--- src/rtl/embertrail_dmem_pkg.sv ---
// Shared types and constants for the Embertrail data-memory controller.
// The optional feature macro EMBERTRAIL_DMEM_PERF_CNT_EN is handled in embertrail_dmem_ctrl.sv.
package embertrail_dmem_pkg;

    typedef enum logic [1:0] {
        StIdle,
        StAccess,
        StResp
    } dmem_state_e;

    localparam logic DMEM_RD = 1'b0;
    localparam logic DMEM_WR = 1'b1;

    function automatic int unsigned clog2(input int unsigned value);
        int unsigned res;
        int unsigned v;
        res = 0;
        v   = (value > 0) ? value - 1 : 0;
        while (v > 0) begin
            res = res + 1;
            v   = v >> 1;
        end
        return res;
    endfunction

endpackage

--- src/rtl/embertrail_dmem_ctrl_if.sv ---
// Core-side handshake and bank-side bus of the Embertrail data-memory controller.
// master = core plus banks, slave = the controller.
interface embertrail_dmem_ctrl_if #(
    parameter int unsigned DATA_W    = 32,
    parameter int unsigned ADDR_W    = 32,
    parameter int unsigned NUM_BANKS = 2
);

    logic                 iReq;
    logic                 iWrite;
    logic [ADDR_W-1:0]    iAddr;
    logic [DATA_W-1:0]    iWData;
    logic [DATA_W-1:0]    oRData;
    logic                 oReady;
    logic                 oBusy;
    logic                 oBankErr;
    logic [ADDR_W-1:0]    oDataAddrBus;
    logic [DATA_W-1:0]    oDataWrBus;
    logic [DATA_W-1:0]    iDataDataBus;
    logic [NUM_BANKS-1:0] oDataMemRW;
    logic [NUM_BANKS-1:0] oDataBusEn;

    modport master (
        output iReq, iWrite, iAddr, iWData, iDataDataBus,
        input  oRData, oReady, oBusy, oBankErr, oDataAddrBus, oDataWrBus, oDataMemRW, oDataBusEn
    );

    modport slave (
        input  iReq, iWrite, iAddr, iWData, iDataDataBus,
        output oRData, oReady, oBusy, oBankErr, oDataAddrBus, oDataWrBus, oDataMemRW, oDataBusEn
    );

endinterface

--- src/rtl/embertrail_bank_decode.sv ---
// Combinational bank decode: index field to one-hot bank select plus unmapped flag.
module embertrail_bank_decode
    import embertrail_dmem_pkg::*;
#(
    parameter int unsigned NUM_BANKS = 2,
    localparam int unsigned IW = (NUM_BANKS > 1) ? clog2(NUM_BANKS) : 1
) (
    input  logic [IW-1:0]        bank_field_i,
    output logic [NUM_BANKS-1:0] bank_sel_o,
    output logic                 unmapped_o
);

    logic [31:0] idx_ext;

    always_comb begin
        idx_ext    = 32'(bank_field_i);
        bank_sel_o = '0;
        // Non-power-of-two bank counts leave the top index codes unmapped.
        unmapped_o = (idx_ext >= NUM_BANKS);
        for (int unsigned b = 0; b < NUM_BANKS; b++) begin
            bank_sel_o[b] = (idx_ext == b);
        end
    end

endmodule

--- src/rtl/embertrail_dmem_ctrl.sv ---
// Embertrail data-memory access controller: bank decode, wait states, request/ready handshake.
// Optional saturating read/write counters under EMBERTRAIL_DMEM_PERF_CNT_EN.
module embertrail_dmem_ctrl
    import embertrail_dmem_pkg::*;
#(
    parameter int unsigned DATA_W      = 32,
    parameter int unsigned ADDR_W      = 32,
    parameter int unsigned NUM_BANKS   = 2,
    parameter int unsigned BANK_LSB    = 16,
    parameter int unsigned WAIT_CYCLES = 1
) (
    input  logic                  iClock,
    input  logic                  iReset,
    embertrail_dmem_ctrl_if.slave bus
`ifdef EMBERTRAIL_DMEM_PERF_CNT_EN
    ,
    output logic [15:0]           oRdCount,
    output logic [15:0]           oWrCount
`endif
);

    localparam int unsigned IW = (NUM_BANKS > 1) ? clog2(NUM_BANKS) : 1;
    localparam logic [3:0] WaitInit = 4'(WAIT_CYCLES);

    dmem_state_e          state_q;
    logic [3:0]           cnt_q;
    logic                 write_q;
    logic                 err_q;
    logic                 ready_q;
    logic                 busy_q;
    logic [DATA_W-1:0]    rdata_q;
    logic [ADDR_W-1:0]    addr_q;
    logic [DATA_W-1:0]    wbus_q;
    logic [NUM_BANKS-1:0] en_q;
    logic [NUM_BANKS-1:0] rw_q;

    logic [NUM_BANKS-1:0] bank_sel;
    logic                 unmapped;

    embertrail_bank_decode #(
        .NUM_BANKS (NUM_BANKS)
    ) u_bank_decode (
        .bank_field_i (bus.iAddr[BANK_LSB +: IW]),
        .bank_sel_o   (bank_sel),
        .unmapped_o   (unmapped)
    );

    always_ff @(posedge iClock or posedge iReset) begin
        if (iReset) begin
            state_q <= StIdle;
            cnt_q   <= '0;
            write_q <= DMEM_RD;
            err_q   <= 1'b0;
            ready_q <= 1'b0;
            busy_q  <= 1'b0;
            rdata_q <= '0;
            addr_q  <= '0;
            wbus_q  <= '0;
            en_q    <= '0;
            rw_q    <= '0;
        end else begin
            ready_q <= 1'b0;
            unique case (state_q)
                StIdle: begin
                    if (bus.iReq) begin
                        busy_q  <= 1'b1;
                        write_q <= bus.iWrite;
                        err_q   <= unmapped;
                        if (unmapped) begin
                            // No bank is touched; respond with the error at once.
                            state_q <= StResp;
                            ready_q <= 1'b1;
                            if (bus.iWrite == DMEM_RD) begin
                                rdata_q <= '0;
                            end
                        end else begin
                            state_q <= StAccess;
                            cnt_q   <= WaitInit;
                            addr_q  <= bus.iAddr;
                            wbus_q  <= bus.iWData;
                            en_q    <= bank_sel;
                            rw_q    <= {NUM_BANKS{bus.iWrite}} & bank_sel;
                        end
                    end
                end
                StAccess: begin
                    if (cnt_q == 4'd0) begin
                        state_q <= StResp;
                        ready_q <= 1'b1;
                        en_q    <= '0;
                        if (write_q == DMEM_RD) begin
                            rdata_q <= bus.iDataDataBus;
                        end
                    end else begin
                        cnt_q <= cnt_q - 4'd1;
                    end
                end
                StResp: begin
                    state_q <= StIdle;
                    busy_q  <= 1'b0;
                end
                default: state_q <= StIdle;
            endcase
        end
    end

    assign bus.oRData       = rdata_q;
    assign bus.oReady       = ready_q;
    assign bus.oBusy        = busy_q;
    assign bus.oBankErr     = err_q;
    assign bus.oDataAddrBus = addr_q;
    assign bus.oDataWrBus   = wbus_q;
    assign bus.oDataMemRW   = rw_q;
    assign bus.oDataBusEn   = en_q;

`ifdef EMBERTRAIL_DMEM_PERF_CNT_EN
    logic [15:0] rd_cnt_q;
    logic [15:0] wr_cnt_q;

    always_ff @(posedge iClock or posedge iReset) begin
        if (iReset) begin
            rd_cnt_q <= '0;
            wr_cnt_q <= '0;
        end else if (state_q == StResp && !err_q) begin
            if (write_q == DMEM_WR) begin
                if (wr_cnt_q != 16'hFFFF) begin
                    wr_cnt_q <= wr_cnt_q + 16'd1;
                end
            end else if (rd_cnt_q != 16'hFFFF) begin
                rd_cnt_q <= rd_cnt_q + 16'd1;
            end
        end
    end

    assign oRdCount = rd_cnt_q;
    assign oWrCount = wr_cnt_q;
`endif

endmodule

--- src/flat_wrapper.sv ---
// flat-port wrapper written by rule: the top's interface ports become plain ports
module embertrail_dmem_ctrl_flat import embertrail_dmem_pkg::*;
#(
    parameter int unsigned DATA_W      = 32,
    parameter int unsigned ADDR_W      = 32,
    parameter int unsigned NUM_BANKS   = 2,
    parameter int unsigned BANK_LSB    = 16,
    parameter int unsigned WAIT_CYCLES = 1
)
  (iClock, iReset, bus_iReq, bus_iWrite, bus_iAddr, bus_iWData, bus_iDataDataBus, bus_oRData, bus_oReady, bus_oBusy, bus_oBankErr, bus_oDataAddrBus, bus_oDataWrBus, bus_oDataMemRW, bus_oDataBusEn);
  embertrail_dmem_ctrl_if #(.DATA_W(DATA_W), .ADDR_W(ADDR_W), .NUM_BANKS(NUM_BANKS)) bus_i ();
  input  logic iClock;
  input  logic iReset;
  input wire logic [$bits(bus_i.iReq)-1:0] bus_iReq;
  input wire logic [$bits(bus_i.iWrite)-1:0] bus_iWrite;
  input wire logic [$bits(bus_i.iAddr)-1:0] bus_iAddr;
  input wire logic [$bits(bus_i.iWData)-1:0] bus_iWData;
  input wire logic [$bits(bus_i.iDataDataBus)-1:0] bus_iDataDataBus;
  output wire logic [$bits(bus_i.oRData)-1:0] bus_oRData;
  output wire logic [$bits(bus_i.oReady)-1:0] bus_oReady;
  output wire logic [$bits(bus_i.oBusy)-1:0] bus_oBusy;
  output wire logic [$bits(bus_i.oBankErr)-1:0] bus_oBankErr;
  output wire logic [$bits(bus_i.oDataAddrBus)-1:0] bus_oDataAddrBus;
  output wire logic [$bits(bus_i.oDataWrBus)-1:0] bus_oDataWrBus;
  output wire logic [$bits(bus_i.oDataMemRW)-1:0] bus_oDataMemRW;
  output wire logic [$bits(bus_i.oDataBusEn)-1:0] bus_oDataBusEn;
  assign bus_i.iReq = bus_iReq;
  assign bus_i.iWrite = bus_iWrite;
  assign bus_i.iAddr = bus_iAddr;
  assign bus_i.iWData = bus_iWData;
  assign bus_i.iDataDataBus = bus_iDataDataBus;
  assign bus_oRData = bus_i.oRData;
  assign bus_oReady = bus_i.oReady;
  assign bus_oBusy = bus_i.oBusy;
  assign bus_oBankErr = bus_i.oBankErr;
  assign bus_oDataAddrBus = bus_i.oDataAddrBus;
  assign bus_oDataWrBus = bus_i.oDataWrBus;
  assign bus_oDataMemRW = bus_i.oDataMemRW;
  assign bus_oDataBusEn = bus_i.oDataBusEn;
  embertrail_dmem_ctrl #(.DATA_W(DATA_W), .ADDR_W(ADDR_W), .NUM_BANKS(NUM_BANKS), .BANK_LSB(BANK_LSB), .WAIT_CYCLES(WAIT_CYCLES)) u_core (.iClock(iClock), .iReset(iReset), .bus(bus_i));
endmodule
--- config.mk ---
export PLATFORM = sky130hd
export DESIGN_NAME = embertrail_dmem_ctrl_flat
export DESIGN_NICKNAME = d
export VERILOG_FILES = /design/src/rtl/embertrail_dmem_pkg.sv /design/src/rtl/embertrail_dmem_ctrl_if.sv /design/src/rtl/embertrail_bank_decode.sv /design/src/rtl/embertrail_dmem_ctrl.sv /design/src/flat_wrapper.sv
export SDC_FILE = /design/constraint.sdc
export NUM_CORES = 1
export LEC_CHECK = 0
export CAP_MARGIN = 20
export CORE_MARGIN = 4
export CORE_UTILIZATION = 23
export CTS_BUF_LIST = sky130_fd_sc_hd__clkbuf_2
export CTS_CLUSTER_SIZE = 30
export DETAILED_ROUTE_END_ITERATION = 7
export GPL_TIMING_DRIVEN = 0
export PLACE_DENSITY = 0.6
export SLEW_MARGIN = 10
export SYNTH_ARGS = -nofsm -noshare
export SYNTH_HDL_FRONTEND = slang
export SYNTH_HIERARCHICAL = 1
export SYNTH_SLANG_ARGS = --single-unit
--- constraint.sdc ---
create_clock -name iClock -period 5.1 [get_ports iClock]
set_input_delay 1.02 -clock iClock [delete_from_list [all_inputs] [get_ports iClock]]
set_output_delay 1.02 -clock iClock [all_outputs]
set_load 0.01 [all_outputs]
==> results.toml <==
[status]
outcome = "finished, final reports clean"

[min_path]
hp-class = "flop to flop"
hold_path_depth = 2
hp-start = "u_core/bus.oRData[23]"
whs_endpoint = "u_core/bus.oRData[23]"

[floorplan]
start_util_pct = 23.7
fp.dieW_um = 148
dieArea_um2 = 21800
fp-row-count = 50
num_io_pins = 203
core_region_area_um2 = 19000
chipHeight_um = 148

[drt]
drcViolationCount = 0
ant_nets = 0
via_per_inst = 4.08
wl_met1_um = 4940
initialDrtViolationCount = 50
dr.pass1.iters = 4
highest_layer = "met4"
vias = 3336
routed-wl-met3_um = 1190
wl_met2_um = 6320
drt-total-wl_um = 12700
wl_per_cell_um = 15.5

[yosys]
avgSynthCellArea_um2 = 13.3
yosysWarnings = 6
ys_types = 30
synthesis.nets = 440
synth_cells = 339
ys_seq_elements = 110
syn_area_um2 = 4490
ys_seq_area_share_pct = 61.2

[grt]
grt_pass1_vias = 3655
groute.usage.overall_pct = 11.5
antenna_found_initial = 0
gr-total-overflow = 0
grt_first_pass_wirelength_um = 19800
grt_max_degree = 68

[sta]
setup_tns_ns = 0
rsz0062_at_grt = "false"
max_freq_mhz = 386
fin_crit_sh_pct = 50.8
final_hold_viol_count = 0
max_slew_margin_pct = 57.0
fin_crit_ns = 2.59
finalSetupViolCount = 0
slew_viol_final = 0
finalClockSkew_ns = 0.0277
worst_pin_slew_ns = 0.643

[final_layout]
multiInputGateArea_um2 = 1520
final_common_cell = "clkdlybuf4s50_1"
diodes = 0
num-fill-cells = 1871
drive_gt1_share_pct = 24.2
nets = 654
final_cell_mix = "clkdlybuf4s50_1 (202), dfrtp_1 (110), mux2_2 (66), nand2_1 (66), o21ai_2 (28)"
instances_no_fill = 817
syn_to_final_growth_pct = 54.7
ff_latch_area_um2 = 2750

[clock_tree]
htreeDepth = 3
postCtsSetupBuffers = 0
cts.path.max_buffers = 2
clockRootBuffer = "clkbuf_2"
cts_buffers = 9
ctsResizeCount = 0
clock_sinks = 110
insertion_delay_ns = 0.58
holdBufCountCts = 0
cts_tree = "yes"
path_clk_slew_ns = 0.28

[critical_path]
crit_chain = "clkdlybuf4s50_1"
timing.reg2reg.setup_slack_ns = 3.17
cp.depth = 1
critPathSlowestCell = "clkdlybuf4s50_1"
cp-start-kind = "flop"
critPathBufInv = 1
path_class = "flop to output port"
worstPathMaxFanout = 2
reg2reg_to = "u_core/bus.oDataAddrBus[5]"
cpLargestDelayFamily = "buffers and inverters"
reg2reg_depth = 4
cp.required_ns = 4.08
r2r_start = "u_core/state_q[0]"
critPathMaxStageDelay_ns = 0.56
endpoint_kind = "output port"
critPathArrivalTime_ns = 1.57

[placed_design]
routabilityCongestion = 0.742
port_buffers = 202
dp_hpwl_um = 10100
dp.cells = 802

[power_and_ir_drop]
p_leak_uw = 0.00286
p_per_area_nw_per_um2 = 571
vdd_ir_drop_max_uv = 208
power_uw = 3970

[flow_run]
cap_violations = 0
==> kinds of logic (layout without fill, tap and decap cells) <==
kind of cell / Yosys count / after routing / share of synthesized area (%)
flops: 110 / 110 / 61.2
simple gates: 84 / 84 / 8.41
buf+inv: 29 / 247 / 4.84
mux: 66 / 66 / 16.5
xor+xnor: 1 / 1 / 0.195
other cells: 1 / 1 / 0.0834
compound gates: 47 / 47 / 8.41
fa+ha+maj: 1 / 1 / 0.278
==> layer usage <==
metal / GRT usage, % / vias up
met5: 0 / -
met4: 3.54 / 0
met3: 4.94 / 16
met2: 19.9 / 127
met1: 12.9 / 1624
li1: - / 1569
==> stage by stage <==
stage,utilization (%),hold WS [ns],cell area (um^2),setup slack [ns]
CTS,36.7,0.522,6950,2.37
finish,36.7,0.515,6950,2.51
detailed placement,36.3,0.465,6870,2.14
global route,36.7,0.541,6950,2.34
floorplan,-,0.479,4490,1.18
global placement,36.1,0.465,6840,-0.467
==> synth_stat cells, drive strengths merged <==
cell type / number / share of area [%]
xnor2: 1 / 0.19
nor3: 2 / 0.47
o2bb2ai: 2 / 0.39
clkbuf: 3 / 0.28
o21ai: 37 / 6.5
nor2b: 3 / 0.47
and4bb: 1 / 0.36
or2: 1 / 0.14
nand2b: 4 / 0.72
nand2: 66 / 5.5
a22o: 2 / 0.39
mux2: 66 / 17
buf: 17 / 3.8
or2b: 1 / 0.17
nand3: 2 / 0.22
nor2: 4 / 0.33
conb: 1 / 0.083
o22ai: 1 / 0.14
a21oi: 4 / 0.45
ha: 1 / 0.28
inv: 9 / 0.75
dfrtp: 110 / 61
o221ai: 1 / 0.58
==> sequential cells by signal, indices dropped and copies added, names as in the netlist <==
register,cells
u_core/bus.oBusy,1
u_core/cnt_q,4
u_core/bus.oReady,1
u_core/bus.oDataMemRW,2
u_core/bus.oDataBusEn,2
u_core/bus.oRData,32
u_core/state_q,2
u_core/bus.oDataAddrBus,32
u_core/bus.oDataWrBus,32
u_core/bus.oBankErr,1
u_core/write_q,1
==> worst max path at each step <==
stage | endpoint | slack (ns) | from
after CTS | bus_oRData[13] | 2.37 | u_core/bus.oRData[13]
after floorplan | u_core/bus.oBankErr | 1.18 | iReset
after global routing | bus_oRData[13] | 2.34 | u_core/bus.oRData[13]
final | bus_oRData[29] | 2.51 | u_core/bus.oRData[29]
after global placement | u_core/bus.oReady | -0.47 | iReset
after detailed placement | u_core/bus.oDataAddrBus[5] | 2.14 | bus_iReq
==> layout make-up <==
class / count / area share, %
Sequential cell: 110 / 39.6
Buffer: 20 / 2.64
Multi-Input combinational cell: 200 / 21.9
Timing Repair Buffer: 203 / 29.5
Tap cell: 260 / 4.68
Clock buffer: 11 / 0.792
Clock inverter: 4 / 0.360
Inverter: 9 / 0.558
==> report_power, final <==
part           switching (uW)  leakage [uW]  total [uW]  internal, uW
combinational             900       0.00145        2110          1210
clock                     276     0.0000538         340          63.5
sequential                227       0.00136        1520          1290
Note: power is estimated with default switching activity, not from simulation.
==> patch 1 (same flow settings) <==
`ADDR_W` is set to 32 in 3 places; all go to 28.
--- a/src/rtl/embertrail_dmem_ctrl_if.sv
+++ b/src/rtl/embertrail_dmem_ctrl_if.sv
@@ -3,5 +3,5 @@
 interface embertrail_dmem_ctrl_if #(
     parameter int unsigned DATA_W    = 32,
-    parameter int unsigned ADDR_W    = 32,
+    parameter int unsigned ADDR_W    = 28,
     parameter int unsigned NUM_BANKS = 2
 );
--- a/src/rtl/embertrail_dmem_ctrl.sv
+++ b/src/rtl/embertrail_dmem_ctrl.sv
@@ -5,5 +5,5 @@
 #(
     parameter int unsigned DATA_W      = 32,
-    parameter int unsigned ADDR_W      = 32,
+    parameter int unsigned ADDR_W      = 28,
     parameter int unsigned NUM_BANKS   = 2,
     parameter int unsigned BANK_LSB    = 16,
--- a/src/flat_wrapper.sv
+++ b/src/flat_wrapper.sv
@@ -3,5 +3,5 @@
 #(
     parameter int unsigned DATA_W      = 32,
-    parameter int unsigned ADDR_W      = 32,
+    parameter int unsigned ADDR_W      = 28,
     parameter int unsigned NUM_BANKS   = 2,
     parameter int unsigned BANK_LSB    = 16,
Interface: changed (resized bus_iAddr and bus_oDataAddrBus); port bits go from 203 to 195. No check against the original RTL was run, so the function may have changed too.
==> patch 1 against the original RTL <==
  * Sequential cell count fell by 4
  * Final cell count fell by 2.0%
  * Final area fell by 1.3%
  * Die area fell by 1.3%
  * Setup slack got worse by 0.036 ns
  * Utilization fell by 0.24 points
  * Wire length fell by 6.4%
  * Power rose by 1.2%
  * Via count fell by 2.0%
  * Sequential power fell by 3%
  * Synthesized area fell by 1.4%
  * Global-route usage fell by 0.19 points
  * Critical path type unchanged
  * Largest cell class unchanged
  * Largest power group unchanged
==> patch 1: results (changes against the original RTL) <==
{| class="wikitable"
! Metric !! Value
|-
| Reg-to-reg critical path startpoint || u_core/cnt_q[0]$_DFFE_PP0P_
|-
| Final routed wirelength across all metal layers || 11,900 um (-6.4%)
|-
| Maximum number of pins on one net before global-route repair || 72 (+5.9%)
|-
| Port bufs || 194 (-4.0%)
|-
| Vias in the first global route || 3,559 (-2.6%)
|-
| Internal Power || 2.63 mW (+2.6%)
|-
| Share of the final layout cell area in sequential cells || 38.7% (-0.93 points)
|-
| Multi-In Gates || 196 (-2.0%)
|-
| R2R cell count || 7 (+3)
|-
| Fraction of final layout cells with drive strength greater than 1 || 23.1% (-1.1 points)
|-
| Fraction of standard cell area in multi-input logic || 22.9% (+0.98 points)
|-
| Synthesized area per cell || 13.4 um2 (+1.0%)
|-
| Number of vias per cell || 4.08 (about the same)
|-
| Global placement routability congestion || 0.770 (+3.8%)
|-
| Worst slack at placement || 2.31 ns (+0.169 ns)
|-
| Global-route wire length before repair || 19,500 um (-1.2%)
|-
| Sequential element share of the synthesized area || 59.8% (-1.4 points)
|-
| Number of filler instances in the final layout || 1,811 (-3.2%)
|-
| Yosys cell types || 31 (+3.3%)
|-
| Power of the sequential group || 1.47 mW (-3%)
|-
| Worst ir drop on vdd || 0.265 mV (+28%)
|-
| Clock buffer instance count of the final layout || 10 (-1)
|-
| Destination of the worst register-to-register timing path || u_core/bus.oRData[3]$_DFFE_PP0P_
|-
| Hpwl dp || 8920 um (-11%)
|-
| Clock net power || 0.444 mW (+31%)
|-
| Post-layout nets || 634 (-3.1%)
|-
| Launch point of the worst hold path || u_core/bus.oRData[29]$_DFFE_PP0P_
|-
| Hold Path End || u_core/bus.oRData[29]$_DFFE_PP0P_
|-
| Slack of the worst reg-to-reg path || 3.28 ns (+0.11 ns)
|-
| Fraction of cell area in non-clock buffers || 31.2% (-0.87 points)
|-
| Delay contributed by the slowest stage of the critical path || 0.58 ns (+0.02 ns)
|-
| Fin Clk Skew || 0.0239 ns (-0.00385 ns)
|-
| Sink count of the clock tree || 106 (-3.6%)
|-
| Leakage power summed over all cells || 2.88 nW (+0.73%)
|-
| Fin Hold WS || 0.515 ns (+0.000307 ns)
|-
| Net Switching || 1.39 mW (-1.2%)
|-
| Clock latency of the later-clocked register in the worst-skew pair || 0.62 ns (+0.04 ns)
|-
| Result of the run || complete, no violations
|-
| Tot GR Track Use || 11.3% (-0.19 points)
|-
| Routed wire length per instance || 14.8 um (-4.5%)
|-
| Total placed cells including tap cells || 786 (-2.0%)
|-
| Arrival time of the worst setup path || 1.61 ns (+0.04 ns)
|}
[patch 1: worst max path at each step]
| stage | from | to | slack (ns) | cells after the start |
|---|---|---|---|---|
| 6_report | u_core/bus.oRData[24]$_DFFE_PP0P_ | bus_oRData[24] | 2.47 | 1 |
| 5_1_grt | u_core/bus.oRData[24]$_DFFE_PP0P_ | bus_oRData[24] | 2.29 | 1 |
| 4_1_cts | u_core/bus.oRData[24]$_DFFE_PP0P_ | bus_oRData[24] | 2.33 | 1 |
| 3_5_place_dp | bus_iReq | u_core/bus.oDataAddrBus[9]$_DFFE_PP0P_ | 2.31 | 5 |
| 3_3_place_gp | iReset | u_core/bus.oDataAddrBus[13]$_DFFE_PP0P_ | -0.36 | 2 |
| 2_1_floorplan | iReset | u_core/bus.oBankErr$_DFFE_PP0P_ | 1.29 | 1 |
[patch 1: metal layers]
layer	wire, um	vias to the layer above	track usage, %	part of all wire (%)
li1	-	1524	-	-
met1	4860	1592	13.4	41
met2	5670	141	18.4	48
met3	1170	12	5.18	9.9
met4	165	0	3.48	1.4
met5	0	-	0	0
[patch 1: kinds of logic (layout without fill, tap and decap cells)]
group / after synthesis / in the layout / synth area share (%)
other: 1 / 1 / 0.0846
adders and majority gates: 1 / 1 / 0.282
DFF: 106 / 106 / 59.8
buffers and inverters: 29 / 239 / 4.71
muxes: 62 / 62 / 18.3
and+or+nand+nor: 84 / 84 / 8.07
xor gates and xnor gates: 1 / 1 / 0.198
AOI/OAI and AO/OA: 47 / 47 / 8.52
[patch 1: stage by stage]
step	cell area, um2	TNS [ns]
after global routing	6860	0
after CTS	6860	0
after detailed placement	6730	0
final	6860	0
after floorplan	4430	0
after global placement	6700	-37.11
==> patch 2 (same settings) <==
Made on the original files. The 3 states of `dmem_state_e` get a one-hot encoding in 3 bits.
--- a/src/rtl/embertrail_dmem_pkg.sv
+++ b/src/rtl/embertrail_dmem_pkg.sv
@@ -3,8 +3,8 @@
 package embertrail_dmem_pkg;
 
-    typedef enum logic [1:0] {
-        StIdle,
-        StAccess,
-        StResp
+    typedef enum logic [2:0] {
+        StIdle   = 3'b001,
+        StAccess = 3'b010,
+        StResp   = 3'b100
     } dmem_state_e;
 
Behaviour: same outputs for any inputs over 10 cycles, from zero or initial values and one cycle with iReset high; not proved beyond that.
==> patch 2 against the original RTL <==
  * Via count is 3.3% lower
  * Sequential cell count is 1 higher
  * Final area rose by 0.56%
  * Power fell by 17%
  * Die area grew 0.11%
  * Wire length fell by 4.4%
  * Critical endpoint is now u_core/bus.oDataAddrBus[10]$_DFFE_PP0P_
  * Non-clock buffer count shrank 4
  * Count of clock-buffer cells in the layout fell by 1
  * Synthesized area up 0.11%
  * Largest power group unchanged
  * Setup slack got worse by 0.050 ns
==> patch 2: results (changes against the original RTL) <==
{| class="wikitable"
! Metric !! Value
|-
| Result of the run || complete, no violations
|-
| Endpoint of the most critical setup path || u_core/bus.oDataAddrBus[10]$_DFFE_PP0P_
|-
| Fin Clk Skew || 0.0250 ns (-0.00269 ns)
|-
| Final routed wirelength across all metal layers || 12,100 um (-4.4%)
|-
| Hold Path End || u_core/bus.oDataAddrBus[5]$_DFFE_PP0P_
|-
| Sequential share of power || 42.4% (+4.1 points)
|-
| Global-route wire length before repair || 19,300 um (-2.4%)
|-
| Slack of the worst reg-to-reg path || 2.55 ns (-0.62 ns)
|-
| Worst ir drop on vdd || 0.173 mV (-17%)
|-
| Via total after detailed routing || 3,225 (-3.3%)
|-
| Instance count along the most critical hold path || 1 (-1)
|-
| Clock network fraction of design power || 12.3% (+3.7 points)
|-
| Post-layout nets || 653 (-0.15%)
|-
| Number of nets produced by synthesis || 439 (-0.23%)
|-
| Main area contributors after synthesis || sky130_fd_sc_hd__dfrtp_1 (61%), sky130_fd_sc_hd__mux2_1 (17%), sky130_fd_sc_hd__mux2i_1 (7.6%)
|-
| Reg-to-reg critical path startpoint || u_core/cnt_q[0]$_DFFE_PP0P_
|-
| Critical Path Fanout Max || 10 (+8)
|-
| Synthesized area per cell || 13.3 um2 (+0.41%)
|-
| Destination of the worst register-to-register timing path || u_core/bus.oRData[0]$_DFFE_PP0P_
|-
| Global placement routability congestion || 0.705 (-5.1%)
|-
| R2R cell count || 7 (+3)
|-
| Leakage power summed over all cells || 2.86 nW (about the same)
|-
| Maximum number of pins on one net before global-route repair || 70 (+2.9%)
|-
| Fin Hold WS || 0.521 ns (+0.00638 ns)
|-
| Number of antenna violations at the first check in global routing || 1 (+1)
|-
| Arrival time of the worst setup path || 3.12 ns (+1.55 ns)
|-
| Routed wire length per instance || 14.8 um (-4.5%)
|-
| Post-synth top cells || sky130_fd_sc_hd__dfrtp_1 (110), sky130_fd_sc_hd__mux2_1 (66), sky130_fd_sc_hd__inv_1 (39), sky130_fd_sc_hd__nand2_1 (39), sky130_fd_sc_hd__mux2i_1 (34)
|}
## patch 2: kinds of logic (layout without fill, tap and decap cells)
| family | count (synthesis) | count (layout) | synth area share, % |
|---|---|---|---|
| xor gates and xnor gates | 1 | 1 | 0.195 |
| and+or+nand+nor | 58 | 58 | 6.09 |
| DFF | 111 | 111 | 61.8 |
| adders and majority gates | 1 | 1 | 0.278 |
| buffers and inverters | 55 | 274 | 5.53 |
| muxes | 100 | 100 | 24.1 |
| AOI/OAI and AO/OA | 11 | 11 | 1.97 |
| other | 1 | 2 | 0.0833 |
## patch 2: final cells by class
cell class,instances,share of cell area [%]
Clock inverter,6,0.877
Tap cell,260,4.65
Buffer,16,1.47
Sequential cell,111,39.7
Timing Repair Buffer,203,29.3
Inverter,39,2.16
Clock buffer,10,0.716
Multi-Input combinational cell,172,21.0
Antenna cell,1,0.0358
## patch 2: routing by layer
layer | up-vias | track usage [%] | share of wire (%)
met3 | 19 | 3.40 | 6.6
met2 | 104 | 19.5 | 51
met1 | 1572 | 12.5 | 39
li1 | 1530 | - | -
met5 | - | 0 | 0
met4 | 0 | 5.40 | 2.8
## patch 2: per-stage QoR
| stage | area (um2) | util, % |
|---|---|---|
| 2_1_floorplan | 4500 | - |
| 3_3_place_gp | 6850 | 36.1 |
| 3_5_place_dp | 6880 | 36.3 |
| 4_1_cts | 6990 | 36.9 |
| 5_1_grt | 6990 | 36.9 |
| 6_report | 6990 | 36.9 |
## patch 2: critical path: stages
cell and delay (ns):
sky130_fd_sc_hd__clkdlybuf4s50_1 0.48, sky130_fd_sc_hd__and4bb_2 0.30, sky130_fd_sc_hd__nor2b_1 0.36, sky130_fd_sc_hd__buf_2 0.31
sky130_fd_sc_hd__buf_2 0.29, sky130_fd_sc_hd__mux2_1 0.35
